$ cat src/rtl/mem_access_ctrl.sv
// Single-outstanding load/store initiator for a byte-addressed data memory; sub-word stores use read-modify-write.
// Optional misalignment rejection is compiled in with `define MEM_ACC_ALIGN_CHK_EN.
module mem_access_ctrl #(
  parameter int RD_LAT = 1
) (
  input  logic        clk_i,
  input  logic        rst_i,
  input  logic        req_i,
  input  logic        we_i,
  input  logic [1:0]  size_i,
  input  logic        unsigned_i,
  input  logic [31:0] addr_i,
  input  logic [31:0] wdata_i,
  output logic        busy_o,
  output logic        done_o,
  output logic [31:0] rdata_o,
  output logic        err_o,
  output logic [31:0] mem_addr_o,
  output logic [31:0] mem_wdata_o,
  output logic        mem_wr_o,
  output logic        mem_rd_o,
  input  logic [31:0] mem_rdata_i
);

  typedef enum logic [2:0] {IDLE, RD_WAIT, LD_CAP, ST_WR, RMW_WR} state_t;

  localparam logic [1:0] CNT_INIT = 2'(RD_LAT - 1);

  state_t      state_q;
  logic        we_q;
  logic        uns_q;
  logic [1:0]  size_q;
  logic [31:0] addr_q;
  logic [31:0] wdata_q;
  logic [1:0]  cnt_q;
  logic        accept;
  logic        misalign;
  logic [31:0] ld_val;
  logic [31:0] rmw_val;

  // The done cycle is IDLE, but the requester is still holding req_i for the
  // request that just finished; ignoring it there avoids a duplicate access.
  assign accept = (state_q == IDLE) && req_i && !done_o;

`ifdef MEM_ACC_ALIGN_CHK_EN
  logic err_q;

  assign misalign = ((size_i == 2'b01) && addr_i[0]) ||
                    (size_i[1] && (addr_i[1:0] != 2'b00));

  always_ff @(posedge clk_i or negedge rst_i) begin
    if (!rst_i) err_q <= 1'b0;
    else        err_q <= accept && misalign;
  end

  assign err_o = err_q;
`else
  assign misalign = 1'b0;
  assign err_o    = 1'b0;
`endif

  assign busy_o     = (state_q != IDLE);
  assign mem_addr_o = addr_q;
  // Merge data is only valid while the memory presents the read word, so it
  // is driven combinationally during the write cycle instead of registered.
  assign mem_wdata_o = (state_q == RMW_WR) ? rmw_val : wdata_q;

  // NOTE: every signal written in always_comb gets a default first so no latch is inferred.
  always_comb begin
    ld_val  = mem_rdata_i;
    rmw_val = wdata_q;
    case (size_q)
      2'b00: begin
        ld_val  = {{24{~uns_q & mem_rdata_i[7]}}, mem_rdata_i[7:0]};
        rmw_val = {mem_rdata_i[31:8], wdata_q[7:0]};
      end
      2'b01: begin
        ld_val  = {{16{~uns_q & mem_rdata_i[15]}}, mem_rdata_i[15:0]};
        rmw_val = {mem_rdata_i[31:16], wdata_q[15:0]};
      end
      default: ;
    endcase
  end

  // NOTE: sequential state uses non-blocking assignments so all registers update from pre-edge values.
  always_ff @(posedge clk_i or negedge rst_i) begin
    if (!rst_i) begin
      state_q  <= IDLE;
      we_q     <= 1'b0;
      uns_q    <= 1'b0;
      size_q   <= 2'b00;
      addr_q   <= '0;
      wdata_q  <= '0;
      cnt_q    <= '0;
      done_o   <= 1'b0;
      rdata_o  <= '0;
      mem_wr_o <= 1'b0;
      mem_rd_o <= 1'b0;
    end else begin
      done_o <= 1'b0;
      case (state_q)
        IDLE: begin
          if (accept) begin
            if (misalign) begin
              done_o <= 1'b1;
            end else begin
              we_q    <= we_i;
              uns_q   <= unsigned_i;
              size_q  <= size_i;
              addr_q  <= addr_i;
              wdata_q <= wdata_i;
              if (we_i && size_i[1]) begin
                state_q  <= ST_WR;
                mem_wr_o <= 1'b1;
              end else begin
                state_q  <= RD_WAIT;
                mem_rd_o <= 1'b1;
                cnt_q    <= CNT_INIT;
              end
            end
          end
        end
        RD_WAIT: begin
          if (cnt_q != 2'd0) begin
            cnt_q <= cnt_q - 2'd1;
          end else begin
            mem_rd_o <= 1'b0;
            if (we_q) begin
              state_q  <= RMW_WR;
              mem_wr_o <= 1'b1;
            end else begin
              state_q <= LD_CAP;
            end
          end
        end
        LD_CAP: begin
          rdata_o <= ld_val;
          done_o  <= 1'b1;
          state_q <= IDLE;
        end
        ST_WR, RMW_WR: begin
          mem_wr_o <= 1'b0;
          done_o   <= 1'b1;
          state_q  <= IDLE;
        end
        default: state_q <= IDLE;
      endcase
    end
  end

endmodule

$ cat config.mk
export PLATFORM = sky130hd
export DESIGN_NAME = mem_access_ctrl
export DESIGN_NICKNAME = d
export VERILOG_FILES = /design/src/rtl/mem_access_ctrl.sv
export SDC_FILE = /design/constraint.sdc
export NUM_CORES = 1
export LEC_CHECK = 0
export CORE_MARGIN = 1.5
export CORE_UTILIZATION = 40
export CTS_BUF_LIST = sky130_fd_sc_hd__clkbuf_2
export CTS_CLUSTER_DIAMETER = 40
export DETAILED_ROUTE_END_ITERATION = 12
export PLACE_DENSITY = 0.78
export SYNTH_ARGS = -nofsm -noshare
export SYNTH_HDL_FRONTEND = slang
export SYNTH_SLANG_ARGS = --single-unit
export TNS_END_PERCENT = 5
$ cat constraint.sdc
create_clock -name clk_i -period 1.9 [get_ports clk_i]
set_input_delay 0.285 -clock clk_i [delete_from_list [all_inputs] [get_ports clk_i]]
set_output_delay 0.285 -clock clk_i [all_outputs]
set_load 0.005 [all_outputs]
Yosys cells after proc, flatten, opt, wreduce, memory -nomap -nowiden
Cells that the tools add are included.
- $add $sub $neg: 1
- $mul: 0
- divide/modulo/power cells: 0
- magnitude comparators: 0
- equal/unequal tests: 11
- shift-type cells: 0
- muxes and demuxes: 22
- bitwise gates (word level): 3
- reductions and logical operators: 17
- operator list (operator ; count):
    case mux 32 bit (2 select lines) ; 2
    two-way mux 32 bit ; 1
    inequality test 2 bit (second input constant) ; 5
    two-way mux 3 bit ; 3
    two-way mux 1 bit ; 8
    two-way mux 2 bit ; 4
    AND reduction 4 bit ; 2
    == test 3 x 2 -> 1 bit (second input constant) ; 2
    case mux 3 bit (2 select lines) ; 1
    nonzero test 3 bit ; 2
    AND reduction 5 bit ; 1
    case mux 2 bit (2 select lines) ; 1
    AND reduction 2 bit ; 2
    nonzero test 2 bit ; 2
    == test 3 x 1 -> 1 bit (second input constant) ; 1
    == test 3 bit (second input constant) ; 1
    logical AND 1 bit ; 3
    zero test 3 bit ; 1
    case mux 1 bit (3 select lines) ; 1
    OR reduction 3 bit ; 1
    bitwise AND 1 bit ; 2
    == test 2 x 1 -> 1 bit (second input constant) ; 1
    zero test 2 bit ; 1
    inequality test 2 x 1 -> 1 bit (second input constant) ; 1
    5 further kinds ; 5
- flip-flop bits (word level): 108
- latch bits: 0
- memory bits (writable): 0
- bits in read-only memories: 0
- input port bits: 103
- output and inout bits: 101
- logic and storage cells: 65
- memories: 0

Longest topological paths before layout
Gate-level depths: netlist of run 1.
- depth in word-level cells: 5
- mapped depth: 6
- mapped depth without buffers: 5

Worst setup path before layout of run 1
No wires, ideal clock.
- path type: register to output
- start: reg state_q[0]
- end: out mem_wdata_o[21]
- arrival time: 1.662 ns
- data required time: 1.615 ns
- path slack: -0.047 ns
- stages on the path, launching flop included: 6
- buffers on the path: 2
- path through: dfrtp_1 -> buf_2 -> or3b_1 -> nor2_2 -> buf_6 -> mux2_2
- cells in the longest elaborated chain, start to end: 2
- ends and longest elaborated chain (item ; RTL line ; source):
    start: declaration ; 29 ; state_t state_q;
    start signal: assignment ; 88 ; state_q <= IDLE;
    start signal: assignment ; 113 ; state_q <= ST_WR;
    start signal: assignment ; 116 ; state_q <= RD_WAIT;
    == test 3 bit ; 66 ; assign mem_wdata_o = (state_q == RMW_WR) ? rmw_val : wdata_q;
    two-way mux 32 bit ; 66 ;
    end: declaration ; 19 ; output logic [31:0] mem_wdata_o,
No other way between the ends.

Worst setup path in the final report of run 1
- start: reg state_q[1]
- end: out mem_wdata_o[30]
Same word-level chain as after synthesis.

==> metrics.txt, run 1 <==
status finished with violations; failing checks setup timing; WL per Instance 17.1 um; Final HPWL DP 9.29 mm; sequential power share 0.343; first-pass iteration count of the detailed router 4; Post-Syn Nets 459; worst slew pin tran about 0.53 ns; Max-slew headroom 0.644; max_cap viols 0; CTS tree built; Setup TNS Final -14.58 ns; die height 115 um; fillcell total 974; Avg Vias per Cell 4.79; Num CTS Buffers 9; synth cell count leaders dfrtp_1, mux2_4, mux2_2; die area 0.0132 sq mm; CTS sink count 108; Peak Freq 397 MHz; CTS root buf clkbuf_2; Mapped Cells around 360; layout cell share with drive strength beyond 1 0.312; Final Skew 0.0216 ns; largest net degree at the start of global routing 57; Hold Slack 0.167 ns; cell accounting for the most synthesized area dfrtp_1; FFs w/ async S/R, synth 1.00; grt ovf 0; routed wire length 12.6 mm; Reg area 0.00270 sq mm; Synth Register Bits 108; Syn-to-layout area delta 49.7%; Starting Density 0.415; vias post-DR 3529; CTS max path bufs 2; Setup Viol. Count Final 25; Final ANT Viol Nets 0; core area 0.0121 sq mm; largest fanout on the critical path 6; critical path capture point type output pin; ys flop type dfrtp_1; RSZ-0062 raised after global routing yes; CP startpoint kind flop; most numerous cell in the Yosys netlist dfrtp_1; CTS clk-pin slew, worst paths 0.28 ns; multi-input logic area 0.00207 sq mm; gpl congestion 0.844; Worst Hold Class in2async; Post-synth EDFFs 0; clock power share 0.099; Ys Warns 0; Peak VDD IR 745 uV; post-synthesis sequential area ratio 0.538; CP Class reg2out; Synth top area share 0.538; cell area after synthesis ~0.0050 sq mm; PwrDens between 1500 and 2000 mW/mm^2; Nets between 600 and 700; initial antenna violation count 0; Total GRT Usage 0.194; Critical Path AT 2.23 ns; total net switching power 0.00372 W; Die X approximately 120 um; combinational share of power 0.557; Tcrit/Tclk final 1.33; row count 40; WP data required 1.62 ns; syn avg cell area 14.2 sq um; IO Count 204; Tmin final approximately 2.5 ns; P_leak 3.63 nW; initial drt markers around 140; Final Max Slew Viols 0; vias in the first global route 3778; Switching Share 0.309; Final WS setup -0.620 ns; endpoints failing hold 0; first-pass GRT wire length 19.9 mm; port buffer count a little over 200; Yosys cell types 41; Internal Pwr Total 0.00832 W; Clk Latency, worst-skew pair 0.57 ns; Residual DRC 0; Area contributors post-synth dfrtp_1, mux2_4, mux2_2, buf_12, nor2_1; maximum level of the CTS H-tree 3
## layout by cell type, fill, tap and decap left out, drive strengths merged, types with 2 or more instances in the layout
cell type      instances
clkdlybuf4s50        146
dfrtp                108
mux2                 100
buf                   52
dlymetal6s2s          29
nor2                  29
nand2                 18
a21oi                 16
a31oi                 16
clkbuf                10
inv                    4
or2                    3
nor3b                  3
clkinv                 3
a21o                   2
o211a                  2
bufinv                 2
or3                    2
nand2b                 2
## final timing paths
path	from	endpoint	slack, ns	cells after the start
setup / recovery	state_q[1]$_DFFE_PN0P_	mem_wdata_o[30]	-0.62	6
hold / removal	rst_i	rdata_o[0]$_DFFE_PN0N_	0.17	2
setup reg to reg	state_q[2]$_DFFE_PN0P_	mem_addr_o[20]$_DFFE_PN0P_	0.07	5
hold reg to reg	cnt_q[1]$_DFFE_PN0P_	cnt_q[1]$_DFFE_PN0P_	0.54	1
max in group asynchronous	rst_i	wdata_q[3]$_DFFE_PN0P_	1.06	3
min in group clk_i	addr_i[0]	mem_addr_o[0]$_DFFE_PN0P_	0.30	2
## power groups by stage
stage | clock network [W] | logic (W) | registers, W
2_1_floorplan | 0 | 0.00384 | 0.00411
3_3_place_gp | 0 | 0.00651 | 0.00414
3_5_place_dp | 0 | 0.00667 | 0.00419
4_1_cts | 0.00123 | 0.00678 | 0.00415
5_1_grt | 0.00135 | 0.00722 | 0.00430
6_report | 0.00120 | 0.00671 | 0.00413
## per-stage QoR
step                cell area [sq um]  power, W  instances  utilization  setup WS, ns
detailed placement               7150    0.0109        711        0.591        -0.400
CTS                              7410    0.0122        735        0.612        -0.707
finish                           7520    0.0120        736        0.621        -0.620
global placement                 7150    0.0106        711        0.591        -0.366
global route                     7520    0.0129        735        0.621        -0.759
floorplan                        5030   0.00795        355            -        0.0198
## logic make-up (layout without fill, tap and decap cells)
| kind of cell | count (synthesis) | after routing | synth area share |
|---|---|---|---|
| DFF | 108 | 108 | 0.538 |
| muxes | 101 | 101 | 0.277 |
| and+or+nand+nor | 64 | 64 | 0.0627 |
| AOI/OAI and AO/OA | 43 | 43 | 0.0535 |
| buffers and inverters | 37 | 249 | 0.0660 |
| adders and majority gates | 1 | 1 | 0.00249 |
| other | 1 | 2 | 0.000746 |
## critical path: stages, from the launching register on
cell	delay (ns)
dfrtp_1	0.44
or3b_4	0.43
nor2_4	0.12
buf_12	0.14
buf_12	0.13
mux2_4	0.31
buf_6	0.12
## routing by layer
layer / routed length, um / GRT usage / share of wire
met5: 0 / 0 / 0
met4: 217 / 0.0642 / 0.017
met3: 794 / 0.0501 / 0.063
met2: 6240 / 0.329 / 0.50
met1: 5310 / 0.244 / 0.42
## area by class of cell
| type | instances | share of cell area |
|---|---|---|
| sequential | 108 | 0.359 |
| timing repair buffer | 229 | 0.317 |
| multi-input combinational | 210 | 0.275 |
| tap | 168 | 0.0279 |
| clock inverter | 6 | 0.0118 |
| clock buffer | 10 | 0.00665 |
| inverter | 4 | 0.00200 |
| antenna | 1 | 0.000333 |
## sequential cells by signal (all words and copies together) (netlist names)
| signal | flops |
|---|---|
| cnt_q | 2 |
| done_o | 1 |
| mem_addr_o | 32 |
| mem_rd_o | 1 |
| mem_wr_o | 1 |
| rdata_o | 32 |
| size_q | 2 |
| state_q | 3 |
| uns_q | 1 |
| wdata_q | 32 |
| we_q | 1 |
## what timing repair did
action	CTS	global route
gates cloned	1	0
endpoints found under the hold margin	33	0
setup endpoints to repair	26	56
buffers inserted	6	0
resized for setup	134	36
hold buffers	1	0
pin swaps	4	2
Note: power is estimated with default switching activity, not from simulation.
==> inputs of run 2 (changes only) <==
--- a/config.mk
+++ b/config.mk
@@ -10,7 +10,7 @@
 export CTS_BUF_LIST = sky130_fd_sc_hd__clkbuf_2
 export CTS_CLUSTER_DIAMETER = 40
 export DETAILED_ROUTE_END_ITERATION = 12
-export PLACE_DENSITY = 0.78
+export PLACE_DENSITY = 0.83
 export SYNTH_ARGS = -nofsm -noshare
 export SYNTH_HDL_FRONTEND = slang
 export SYNTH_SLANG_ARGS = --single-unit
==> run 2 against run 1 <==
Effect of this change: the run still ends with setup timing left; combinational power is 1% lower; first-iteration DRC count is 30% higher; clock power decreased by 26%; sequential share of layout area increased by 0.77 points; worst setup slack lost 0.037 ns; clock-buffer cell count grew 2; cell count fell by 0.54%; final area decreased by 2.1%; power is 2.8% lower; register-to-register slack got worse by 0.13 ns; clock skew grew 0.0070 ns; critical endpoint is now mem_wdata_o[11]; highest routed layer unchanged.
==> metrics.txt, run 2 (synthesized netlist as in run 1, its figures left out) <==
status finished with violations; failing checks setup timing; commonest non-fill, non-tap cell in the layout clkdlybuf4s50_1; die area 0.0132 sq mm; Tmin final approximately 2.6 ns; Total GRT Usage 0.192; Residual DRC 0; Setup Viol. Count Final 89; Peak Freq a little under 400 MHz; initial antenna violation count 0; Hold Slack 0.289 ns; sequential power share 0.356; gpl congestion 0.833; Clk Latency, worst-skew pair 0.57 ns; worst slew pin tran 0.591 ns; Final Skew 0.0286 ns; Max-slew headroom 0.606; final core utilization 0.608; P_leak between 3 and 4 nW; fin area 0.00737 sq mm; Avg Vias per Cell around 4.9; endpoints failing hold 0; Final WS setup -0.657 ns; initial drt markers 186; Num CTS Buffers 9; RR Startpoint state_q[0]$_DFFE_PN0P_; Syn-to-layout area delta 46.6%; Final Max Slew Viols 0; most frequent cells in the layout clkdlybuf4s50_1, dfrtp_1, mux2_4, nor2_1; CTS tree built; fillcell total 982; vias post-DR 3592; end of the worst register-to-register path wdata_q[25]$_DFFE_PN0P_; row count 40; combinational share of power 0.568; WP data required approximately 1.6 ns; Critical Path AT 2.27 ns; port buffer count 202; first-pass GRT wire length 19.5 mm; Final HPWL DP just over 9 mm; RSZ-0062 raised after global routing yes; Worst Setup SP state_q[1]$_DFFE_PN0P_; CP Capture Point mem_wdata_o[11]; total net switching power 0.00370 W; CTS max path bufs 2; routed wire length approximately 13 mm; CTS root buf clkbuf_2; clock power share 0.076; grt ovf 0; IO Count 204; max_cap viols 0; largest fanout on the critical path 5; CTS clk-pin slew, worst paths 0.26 ns; first-pass iteration count of the detailed router 4; Peak VDD IR about 750 uV; Die X 115 um; Reg area about 0.0027 sq mm; WL per Instance ~18 um; CTS sink count 108; reg2reg path depth 6; critical path capture point type output pin; Tcrit/Tclk final 1.35; maximum level of the CTS H-tree 3; core area 0.0121 sq mm; multi-input logic area 0.00206 sq mm; PwrDens 1590 mW/mm^2; vias in the first global route 3759; CP startpoint kind flop; Nets 663; # diodes 0; CP Class reg2out; largest net degree at the start of global routing roughly 110; Switching Share 0.317; Final ANT Viol Nets 0; Area after DPL 0.00712 sq mm; die height 115 um; layout cell share with drive strength beyond 1 0.307; Internal Pwr Total 0.00799 W; reg-to-reg slack, setup -0.06 ns; Worst Hold Class in2async; Starting Density 0.415
[run 2: stage by stage]
stage / setup slack [ns] / setup TNS (ns) / cells / power [W]
floorplan: 0.0198 / 0 / 355 / 0.00795
global placement: -0.342 / -7.27 / 707 / 0.0106
detailed placement: -0.392 / -8.06 / 707 / 0.0109
CTS: -0.826 / -18.74 / 733 / 0.0119
global route: -0.796 / -23.87 / 732 / 0.0124
finish: -0.657 / -16.65 / 732 / 0.0117
[run 2: worst min-delay path by stage]
stage	from	endpoint	cells after the start	slack (ns)
4_1_cts	wdata_i[10]	wdata_q[10]$_DFFE_PN0P_	2	0.22
2_1_floorplan	rst_i	cnt_q[0]$_DFFE_PN0P_	0	-0.01
6_report	rst_i	rdata_o[21]$_DFFE_PN0N_	3	0.29
3_3_place_gp	rst_i	rdata_o[0]$_DFFE_PN0N_	2	0.40
5_1_grt	size_i[0]	size_q[0]$_DFFE_PN0P_	2	0.22
3_5_place_dp	rst_i	rdata_o[0]$_DFFE_PN0N_	2	0.42
[run 2: final cells by class]
class | count | area share
multi-input cells | 210 | 0.280
clock inverters | 4 | 0.00221
inverters | 4 | 0.00204
well taps | 168 | 0.0285
flip-flops and latches | 108 | 0.367
repair buffers | 226 | 0.312
clock buffers | 12 | 0.00815
[run 2: what timing repair did]
action                                  4_1_cts  5_1_grt
hold buffers                                  1        0
endpoints found under the hold margin       108        0
setup buffers                                 8        1
gates cloned                                  1        0
gates resized for setup                     110       40
pin swaps                                     3        3
endpoints found under the setup margin       28       49
[run 2: worst max-delay path: stages (launching register included)]
cell and delay [ns]:
dfrtp_1 0.45, or3b_4 0.43, or2_4 0.30, buf_4 0.15, mux2_2 0.27, clkbuf_2 0.11
[run 2: power by group through the flow]
| stage | clock (W) | combinational [W] | sequential [W] |
|---|---|---|---|
| floorplan | 0 | 0.00384 | 0.00411 |
| global placement | 0 | 0.00646 | 0.00415 |
| detailed placement | 0 | 0.00666 | 0.00420 |
| CTS | 0.000945 | 0.00675 | 0.00416 |
| global route | 0.00104 | 0.00711 | 0.00429 |
| finish | 0.000893 | 0.00664 | 0.00416 |
[run 2: routing by layer]
metal / vias up / global-route usage / wire, um
met5: - / 0 / 0
met4: 0 / 0.0765 / 283
met3: 24 / 0.0485 / 753
met2: 132 / 0.340 / 6700
met1: 1799 / 0.222 / 5110
li1: 1637 / - / -
